==> src/rtl/uart_pkg.sv <==
// Shared definitions for the UART transmit path: shifter state encoding and frame constants.
package uart_pkg;

    typedef enum logic [1:0] {
        StIdle  = 2'd0,
        StStart = 2'd1,
        StData  = 2'd2,
        StStop  = 2'd3
    } tx_state_e;

    localparam int unsigned DataBits          = 8;
    localparam int unsigned StopBits          = 1;
    localparam int unsigned DefaultClksPerBit = 434;

endpackage

==> src/rtl/uart_tx_fifo.sv <==
// Circular byte FIFO for the UART transmitter; used only when UART_TX_FIFO_EN is defined.
module uart_tx_fifo #(
    parameter int unsigned DEPTH = 4
) (
    input  logic                       sysclk,
    input  logic                       sysreset_n,
    input  logic                       i_push,
    input  logic [7:0]                 i_data,
    input  logic                       i_pop,
    output logic [7:0]                 o_dout,
    output logic [$clog2(DEPTH+1)-1:0] o_count,
    output logic                       o_full,
    output logic                       o_empty
);

    localparam int unsigned PtrW = $clog2(DEPTH);
    localparam int unsigned CntW = $clog2(DEPTH + 1);

    logic [7:0]      r_mem [DEPTH];
    logic [PtrW-1:0] r_wptr;
    logic [PtrW-1:0] r_rptr;
    logic [CntW-1:0] r_count;

    // Pointers wrap naturally because DEPTH is a power of two.
    always_ff @(posedge sysclk) begin
        if (!sysreset_n) begin
            r_wptr  <= '0;
            r_rptr  <= '0;
            r_count <= '0;
        end else begin
            if (i_push) r_wptr <= r_wptr + PtrW'(1);
            if (i_pop)  r_rptr <= r_rptr + PtrW'(1);
            case ({i_push, i_pop})
                2'b10:   r_count <= r_count + CntW'(1);
                2'b01:   r_count <= r_count - CntW'(1);
                default: r_count <= r_count;
            endcase
        end
    end

    always_ff @(posedge sysclk) begin
        if (i_push) r_mem[r_wptr] <= i_data;
    end

    assign o_dout  = r_mem[r_rptr];
    assign o_count = r_count;
    assign o_full  = (r_count == CntW'(DEPTH));
    assign o_empty = (r_count == '0);

endmodule

==> src/rtl/uart_tx_port.sv <==
// Memory-mapped 8N1 UART transmitter with write buffer and sticky overrun flag.
// Define UART_TX_FIFO_EN for a FIFO_DEPTH-entry FIFO; otherwise a single holding register is used.
module uart_tx_port
    import uart_pkg::*;
#(
    parameter int unsigned CLKS_PER_BIT = DefaultClksPerBit,
    parameter int unsigned FIFO_DEPTH   = 4
) (
    input  logic        sysclk,
    input  logic        sysreset_n,
    input  logic        wr_en,
    input  logic [15:0] wr_data,
    output logic        full,
    output logic        idle,
    output logic        overrun,
    input  logic        clr_overrun,
    output logic        tx
);

    localparam int unsigned BaudW    = $clog2(CLKS_PER_BIT);
    localparam logic [BaudW-1:0] BaudReload = BaudW'(CLKS_PER_BIT - 1);
    localparam logic [2:0]  DataLast = 3'(DataBits - 1);
    localparam logic [2:0]  StopLast = 3'(StopBits - 1);

    if (CLKS_PER_BIT < 2 || CLKS_PER_BIT > 65535 || FIFO_DEPTH < 2 || FIFO_DEPTH > 16 ||
        (FIFO_DEPTH & (FIFO_DEPTH - 1)) != 0) begin : g_param_check
        $error("uart_tx_port: illegal CLKS_PER_BIT or FIFO_DEPTH");
    end

    tx_state_e        r_state, w_state_next;
    logic [BaudW-1:0] r_baud, w_baud_next;
    logic [2:0]       r_idx, w_idx_next;
    logic [7:0]       r_shreg, w_shreg_next;
    logic             r_tx, w_tx_next;
    logic             r_idle;
    logic             r_overrun;

    logic       w_buf_full, w_buf_empty;
    logic [7:0] w_buf_head;
    logic       w_buf_push, w_buf_pop;
    logic       w_baud_done, w_pop_slot, w_pop, w_accept, w_drop, w_bypass;
    logic [7:0] w_pop_byte;
    logic       w_unused_hi;

    assign w_unused_hi = ^wr_data[15:8];

    assign w_baud_done = (r_baud == '0);
    assign w_pop_slot  = (r_state == StIdle) ||
                         (r_state == StStop && w_baud_done && r_idx == StopLast);
    // An incoming write counts as available so an empty buffer can feed the shifter directly.
    assign w_pop       = w_pop_slot && (!w_buf_empty || wr_en);
    assign w_accept    = wr_en && (!w_buf_full || w_pop);
    assign w_drop      = wr_en && !w_accept;
    assign w_bypass    = w_pop && w_buf_empty;
    assign w_buf_push  = w_accept && !w_bypass;
    assign w_buf_pop   = w_pop && !w_buf_empty;
    assign w_pop_byte  = w_buf_empty ? wr_data[7:0] : w_buf_head;

`ifdef UART_TX_FIFO_EN
    localparam int unsigned CntW = $clog2(FIFO_DEPTH + 1);
    logic [CntW-1:0] w_fifo_count;

    uart_tx_fifo #(
        .DEPTH (FIFO_DEPTH)
    ) u_fifo (
        .sysclk     (sysclk),
        .sysreset_n (sysreset_n),
        .i_push     (w_buf_push),
        .i_data     (wr_data[7:0]),
        .i_pop      (w_buf_pop),
        .o_dout     (w_buf_head),
        .o_count    (w_fifo_count),
        .o_full     (w_buf_full),
        .o_empty    (w_buf_empty)
    );

    a_full_matches_count: assert property (@(posedge sysclk) disable iff (!sysreset_n)
        w_buf_full == (w_fifo_count == CntW'(FIFO_DEPTH)));
`else
    logic [7:0] r_hold;
    logic       r_hold_vld;

    always_ff @(posedge sysclk) begin
        if (!sysreset_n) begin
            r_hold     <= '0;
            r_hold_vld <= 1'b0;
        end else if (w_buf_push) begin
            r_hold     <= wr_data[7:0];
            r_hold_vld <= 1'b1;
        end else if (w_buf_pop) begin
            r_hold_vld <= 1'b0;
        end
    end

    assign w_buf_head  = r_hold;
    assign w_buf_full  = r_hold_vld;
    assign w_buf_empty = !r_hold_vld;
`endif

    always_comb begin
        w_state_next = r_state;
        w_baud_next  = r_baud;
        w_idx_next   = r_idx;
        w_shreg_next = r_shreg;
        unique case (r_state)
            StIdle: begin
                if (w_pop) begin
                    w_state_next = StStart;
                    w_baud_next  = BaudReload;
                    w_idx_next   = '0;
                    w_shreg_next = w_pop_byte;
                end
            end
            StStart: begin
                if (w_baud_done) begin
                    w_state_next = StData;
                    w_baud_next  = BaudReload;
                    w_idx_next   = '0;
                end else begin
                    w_baud_next = r_baud - BaudW'(1);
                end
            end
            StData: begin
                if (w_baud_done) begin
                    w_baud_next = BaudReload;
                    if (r_idx == DataLast) begin
                        w_state_next = StStop;
                        w_idx_next   = '0;
                    end else begin
                        w_idx_next = r_idx + 3'd1;
                    end
                end else begin
                    w_baud_next = r_baud - BaudW'(1);
                end
            end
            StStop: begin
                if (w_baud_done && r_idx == StopLast) begin
                    w_idx_next = '0;
                    if (w_pop) begin
                        w_state_next = StStart;
                        w_baud_next  = BaudReload;
                        w_shreg_next = w_pop_byte;
                    end else begin
                        w_state_next = StIdle;
                        w_baud_next  = '0;
                    end
                end else if (w_baud_done) begin
                    w_idx_next  = r_idx + 3'd1;
                    w_baud_next = BaudReload;
                end else begin
                    w_baud_next = r_baud - BaudW'(1);
                end
            end
            default: w_state_next = StIdle;
        endcase
    end

    // Line level follows the current state, giving one register stage between pop and line.
    always_comb begin
        w_tx_next = 1'b1;
        case (r_state)
            StStart: w_tx_next = 1'b0;
            StData:  w_tx_next = r_shreg[r_idx];
            default: w_tx_next = 1'b1;
        endcase
    end

    always_ff @(posedge sysclk) begin
        if (!sysreset_n) begin
            r_state   <= StIdle;
            r_baud    <= '0;
            r_idx     <= '0;
            r_shreg   <= '0;
            r_tx      <= 1'b1;
            r_idle    <= 1'b1;
            r_overrun <= 1'b0;
        end else begin
            r_state <= w_state_next;
            r_baud  <= w_baud_next;
            r_idx   <= w_idx_next;
            r_shreg <= w_shreg_next;
            r_tx    <= w_tx_next;
            r_idle  <= w_buf_empty && (r_state == StIdle);
            if (w_drop) begin
                r_overrun <= 1'b1;
            end else if (clr_overrun) begin
                r_overrun <= 1'b0;
            end
        end
    end

    assign tx      = r_tx;
    assign full    = w_buf_full;
    assign idle    = r_idle;
    assign overrun = r_overrun;

endmodule

==> config.mk <==
export PLATFORM = sky130hd
export DESIGN_NAME = uart_tx_port
export DESIGN_NICKNAME = d
export VERILOG_FILES = /design/src/rtl/uart_pkg.sv /design/src/rtl/uart_tx_fifo.sv /design/src/rtl/uart_tx_port.sv
export SDC_FILE = /design/constraint.sdc
export NUM_CORES = 1
export LEC_CHECK = 0
export BUFFER_PORTS_ARGS = -buffer_cell sky130_fd_sc_hd__buf_2
export CAP_MARGIN = 20
export CORE_MARGIN = 2
export CORE_UTILIZATION = 51
export DETAILED_ROUTE_END_ITERATION = 7
export GPL_TIMING_DRIVEN = 0
export MAX_ROUTING_LAYER = met4
export PLACE_DENSITY = 0.75
export SYNTH_ARGS = -nofsm -noshare
export SYNTH_HDL_FRONTEND = slang
export SYNTH_HIERARCHICAL = 1
export SYNTH_SLANG_ARGS = --single-unit
==> constraint.sdc <==
create_clock -name sysclk -period 1.9 [get_ports sysclk]
set_input_delay 0.19 -clock sysclk [delete_from_list [all_inputs] [get_ports sysclk]]
set_output_delay 0.19 -clock sysclk [all_outputs]
set_load 0.1 [all_outputs]
# After elaboration in Yosys (flattened, before gate mapping)
# Cells that the tools add are included.
classes:
  reduce_logical: 26
  n_mux: 30
  eq_ne: 10
  n_addsub: 2
  magnitude_cmp: 1
ops:
  columns: ["op", "n"]
  rows:
  - ["2-to-1 mux 9 bit", 4]
  - ["case mux 9 bit (3 select lines)", 1]
  - ["2-to-1 mux 8 bit", 3]
  - ["2-to-1 mux 3 bit", 6]
  - ["case mux 8 bit (2 select lines)", 1]
  - ["case mux 3 bit (4 select lines)", 1]
  - ["logical AND 1 bit", 10]
  - ["2-to-1 mux 2 bit", 5]
  - ["logical NOT 9 bit", 1]
  - ["subtractor 9 x 1 -> 9 bit, second input constant", 1]
  - ["inequality test 2 bit, second input constant", 4]
  - ["case mux 2 bit (4 select lines)", 1]
  - ["2-to-1 mux 1 bit", 6]
  - ["nonzero test 2 bit", 3]
  - ["AND reduction 5 bit", 1]
  - ["== test 2 bit, second input constant", 2]
  - ["< comparator 3 x 4 -> 1 bit, second input constant", 1]
  - ["AND reduction 4 bit", 1]
  - ["adder 3 x 1 -> 3 bit, second input constant", 1]
  - ["binary-select mux 1 bit (select 3 bit)", 1]
  - ["== test 3 bit, second input constant", 1]
  - ["logical NOT 1 bit", 3]
  - ["logical NOT 3 bit", 1]
  - ["logical OR 1 bit", 3]
  - ["7 further kinds", 7]
word_totals:
  word_cells: 78
  reg_bits: 34
  inputBits: 20
  out_inout_bits: 4

# Depth between registers and ports, before layout
depth:
  depth_word: 10
  depth_mapped: 8
  ltp_nobuf: 7

# Worst setup path before layout
# No wires, ideal clock.
synth_timing:
  kind: "flip-flop to flip-flop"
  start: "register r_hold_vld (netlist: full)"
  end: "register r_hold[0]"
  t_arrival_ns: 2.094
  stages_incl_launch_ff: 6
  setup_ns: 0.129
  n_path_buf: 2
  slack_ns: -0.324
  synth_period_minus_slack_ns: 2.224
  required_ns: 1.771
  path_cell_list: "dfxtp_1 clkbuf_1 a21oi_1 o221ai_1 clkbuf_1 o21ai_0"
synth_via:
  elab_chain_cells: 5
  elab_cells_between_ends: 8
  classes_between: "reduce/logical: 8"
synth_rtl:
  columns: ["item", "line", "source"]
  rows:
  - ["from (decl)", "uart_tx_port.sv:81", "logic r_hold_vld;"]
  - ["from (signal assigned)", "uart_tx_port.sv:86", "r_hold_vld <= 1'b0;"]
  - ["from (signal assigned)", "uart_tx_port.sv:89", "r_hold_vld <= 1'b1;"]
  - ["from (signal assigned)", "uart_tx_port.sv:91", "r_hold_vld <= 1'b0;"]
  - ["logical OR 1 bit", "uart_tx_port.sv:51", "assign w_pop = w_pop_slot && (!w_buf_empty || wr_en);"]
  - ["logical AND 1 bit", "uart_tx_port.sv:51", null]
  - ["logical OR 1 bit or logical AND 1 bit (tied branches)", "uart_tx_port.sv:52, uart_tx_port.sv:54", null]
  - ["logical AND 1 bit or logical NOT 1 bit (tied branches)", "uart_tx_port.sv:52, uart_tx_port.sv:55", null]
  - ["logical AND 1 bit (*)", "uart_tx_port.sv:55", "assign w_buf_push = w_accept && !w_bypass;"]
  - ["to (signal assigned)", "uart_tx_port.sv:88", "r_hold <= wr_data[7:0];"]
  - ["to (decl)", "uart_tx_port.sv:80", "logic [7:0] r_hold;"]
# Every way passes the cells marked *; elsewhere a longest branch is shown, timed or not.
# A chain may end at the register's enable or synchronous reset.

# Worst setup path in the final report
layout_timing:
  start: "register r_baud[0]"
  end: "register r_state[0]"
layout_via:
  elab_chain_cells: 8
  elab_cells_between_ends: 14
  classes_between: "eq/ne: 4; mux: 3; reduce/logical: 7"
layout_rtl:
  columns: ["item", "line", "source"]
  rows:
  - ["from (decl)", "uart_tx_port.sv:31", "logic [BaudW-1:0] r_baud, w_baud_next;"]
  - ["from (signal assigned)", "uart_tx_port.sv:179", "r_baud <= w_baud_next;"]
  - ["logical NOT 9 bit (*)", "uart_tx_port.sv:47", "assign w_baud_done = (r_baud == '0);"]
  - ["logical AND 1 bit (2 in a row)", "uart_tx_port.sv:49", "(r_state == StStop && w_baud_done && r_idx == StopLast);"]
  - ["logical OR 1 bit", "uart_tx_port.sv:48", "assign w_pop_slot = (r_state == StIdle) ||"]
  - ["logical AND 1 bit", "uart_tx_port.sv:51", null]
  - ["2-to-1 mux 1 bit", "uart_tx_port.sv:139", "if (w_pop) begin"]
  - ["2-to-1 mux 2 bit", "uart_tx_port.sv:137", "if (w_baud_done && r_idx == StopLast) begin"]
  - ["case mux 2 bit (4 select lines)", "uart_tx_port.sv:105", "unique case (r_state)"]
  - ["to (signal assigned)", "uart_tx_port.sv:170", "r_state <= StIdle;"]
  - ["to (signal assigned)", "uart_tx_port.sv:178", "r_state <= w_state_next;"]
  - ["to (decl)", "uart_tx_port.sv:30", "tx_state_e r_state, w_state_next;"]
# Every way passes the cells marked *; elsewhere a longest branch is shown, timed or not. The select of a mux whose other input is x is not followed.

==> flow_summary.ini <==
[die]
core_area_sq_um = 3390
dieHeight_microns = 63.69
start_util_pct = 53.60
rows = 21
die_area_sq_um = 4056
pin_count = 24
die_width_microns = 63.69

[synth]
avgSynthCellArea_sq_um = 8.003
ys_ff_latch = 34
yosysWarnings = 6
synth_ff_type = dfxtp_1
synth_fp_nets = 256
ys_async_sr_fraction_pct = 0
synth_cells = 227
synth_edf_count = 0
ys_types = 39
synth_area_sq_um = 1817
yosysSeqAreaShare_pct = 37.47

[sta]
finClkSkew_ns = 0.005992
finalCritPeriodShare_pct = 101.7
worstMarginPinSlew_ns = 0.7068
setup_slack_ns = -0.03161
fin_crit_ns = 1.932
slew_violations = 0
timing.slew.headroom_pct = 52.21
rsz0062_at_grt = yes
setup_viol = 4
fmax_mhz = 517.7
finalHoldViolCount = 0

[detailed_routing]
drc_errors = 0
viasPerCell = 5.871
wl_met1_microns = 2323
highest_layer = met4
wl_met3_microns = 274
dr.pass1.iters = 4
wl_met2_microns = 2080
drtIter0Drc = 137
routed_wl_microns = 4740
wl_per_cell_microns = 15.64
ant_nets = 0
vias = 1779

[outcome]
violations = negative setup slack
status = complete, but fails checks

[clocking]
cts_sinks = 34
htree_num_levels = 2
hold_buffers = 0
root_buffer = clkbuf_4
cts.path.max_buffers = 2
cts_tree = yes
path_clk_slew_ns = 0.11
numCtsBuffers = 5
clk_latency_ns = 0.35

[final_layout]
fin_cells = 303
diodes = 0
utilization_pct = 66.15
syn_to_final_growth_pct = 23.42
drive_gt1_share_pct = 23.74
design_area_sq_um = 2242
mostFrequentLayoutCell = dfxtp_1
layout_common_cells = dfxtp_1 (27), o21ai_0 (25), nand2_1 (22)
final_nets = 285

[power_and_ir_drop]
ir_worst_vdd_mv = 1.035
leakagePower_nw = 0.8873
p_per_area_nw_per_um2 = 1891

[flow_run]
drv_cap = 0

[global_routing]
grtUsageTotal_pct = 26.73
grt_max_degree = 12
antenna_found_initial = 0
grt_pass1_vias = 1700
globalRouteOverflowTotal = 0
grt_pass1_wl_microns = 8211

[setup_path]
crit_path_top_delay_cell = or4b_4
cp-start-kind = register
critPathMaxStageDelay_ns = 0.48
crit_fanout = 4
path_class = register to register
required_ns = 2.17
crit_path_end_kind = register
arrival_ns = 2.20
path_cells = inv_2, ha_4, or4b_4, nor3b_4, o21ai_1, a211o_1, a211oi_2

[place]
dp.final_hpwl_microns = 3138
dp_slack_ns = -0.5299
port_buffers = 14
place.gp.congestion = 0.9571
place_area_sq_um = 1967
dp_cells = 287

[worst_hold_path]
hp-class = primary input to register
[metal layers]
metal  track usage, %  up-vias
met3            6.429        8
met1            36.90      825
li1                 -      880
met5                -        -
met2            38.42       66
met4            8.696        0
[report_power, final]
part	total [mW]	switching (mW)	internal, mW
Clock	0.708	0.262	0.446
Sequential	1.19	0.216	0.971
Combinational	2.35	1.39	0.957
[cells by family after synthesis]
| family | share of synthesized area (%) |
|---|---|
| compound gates | 23.49 |
| xor+xnor | 1.929 |
| fa+ha+maj | 6.198 |
| buf+inv | 4.545 |
| flops | 37.47 |
| mux | 3.030 |
| simple gates | 23.35 |
[worst max-delay path, delay by kind of cell, from the launching register on]
family,cells,cell delay (ns)
simple gates,2,0.72
compound gates,3,0.58
flops,1,0.35
fa+ha+maj,1,0.14
buf+inv,1,0.07
[registers in the layout, indices dropped and copies added, names as in the netlist]
name,cells
r_baud,9
r_state,2
r_hold,8
r_shreg,8
tx,1
full,1
idle,1
r_idx,3
overrun,1
[cells in the mapped netlist (3+ instances only)]
cell / number / area share [%]
inv_1: 12 / 2.5
nand2_1: 22 / 4.5
nand4_1: 3 / 1.0
nor2_1: 12 / 2.5
a211oi_1: 4 / 1.7
a21oi_1: 21 / 5.8
nor3_1: 9 / 2.5
clkbuf_1: 10 / 2.1
dfxtp_1: 34 / 37
o21ai_0: 33 / 9.1
nand3_1: 11 / 3.0
a31oi_1: 3 / 1.0
or3_1: 9 / 3.1
ha_1: 9 / 6.2
[metrics by stage]
step           hold WS [ns]  setup TNS (ns)  power, mW
2_1_floorplan        0.3204       -0.003807      2.658
3_3_place_gp         0.4195          -6.817      3.054
3_5_place_dp         0.4275          -6.846      3.072
4_1_cts             0.05516        -0.01882      4.030
5_1_grt             0.07291         -0.5561      4.531
6_report            0.06707        -0.07848      4.241
[final cells by class]
class                      instances  area [sq um]
clock buffer                       6         51.30
timing repair buffer              23         137.6
sequential                        34         689.4
buffer                             9         45.04
fill                             290          1147
multi-input combinational        171          1156
inverter                          12         45.04
tap                               46         57.56
clock inverter                     2         60.06
[final timing paths]
kind | startpoint | endpoint | cells after the start | slack (ns)
worst max-delay path | r_baud[0] | r_state[0] | 7 | -0.03
worst min-delay path | wr_data[3] | r_hold[3] | 3 | 0.07
worst min register to register | r_hold[2] | r_hold[2] | 2 | 0.46
worst max register to register | r_baud[0] | r_state[0] | 7 | -0.03
[what timing repair did]
action | in CTS | in global routing
setup endpoints to repair | 28 | 31
setup buffers | 6 | 3
pin swaps | 4 | 5
resized for setup | 15 | 17
hold endpoints to repair | 0 | 0
cloned | 0 | 0
(Power assumes the default switching activity.)
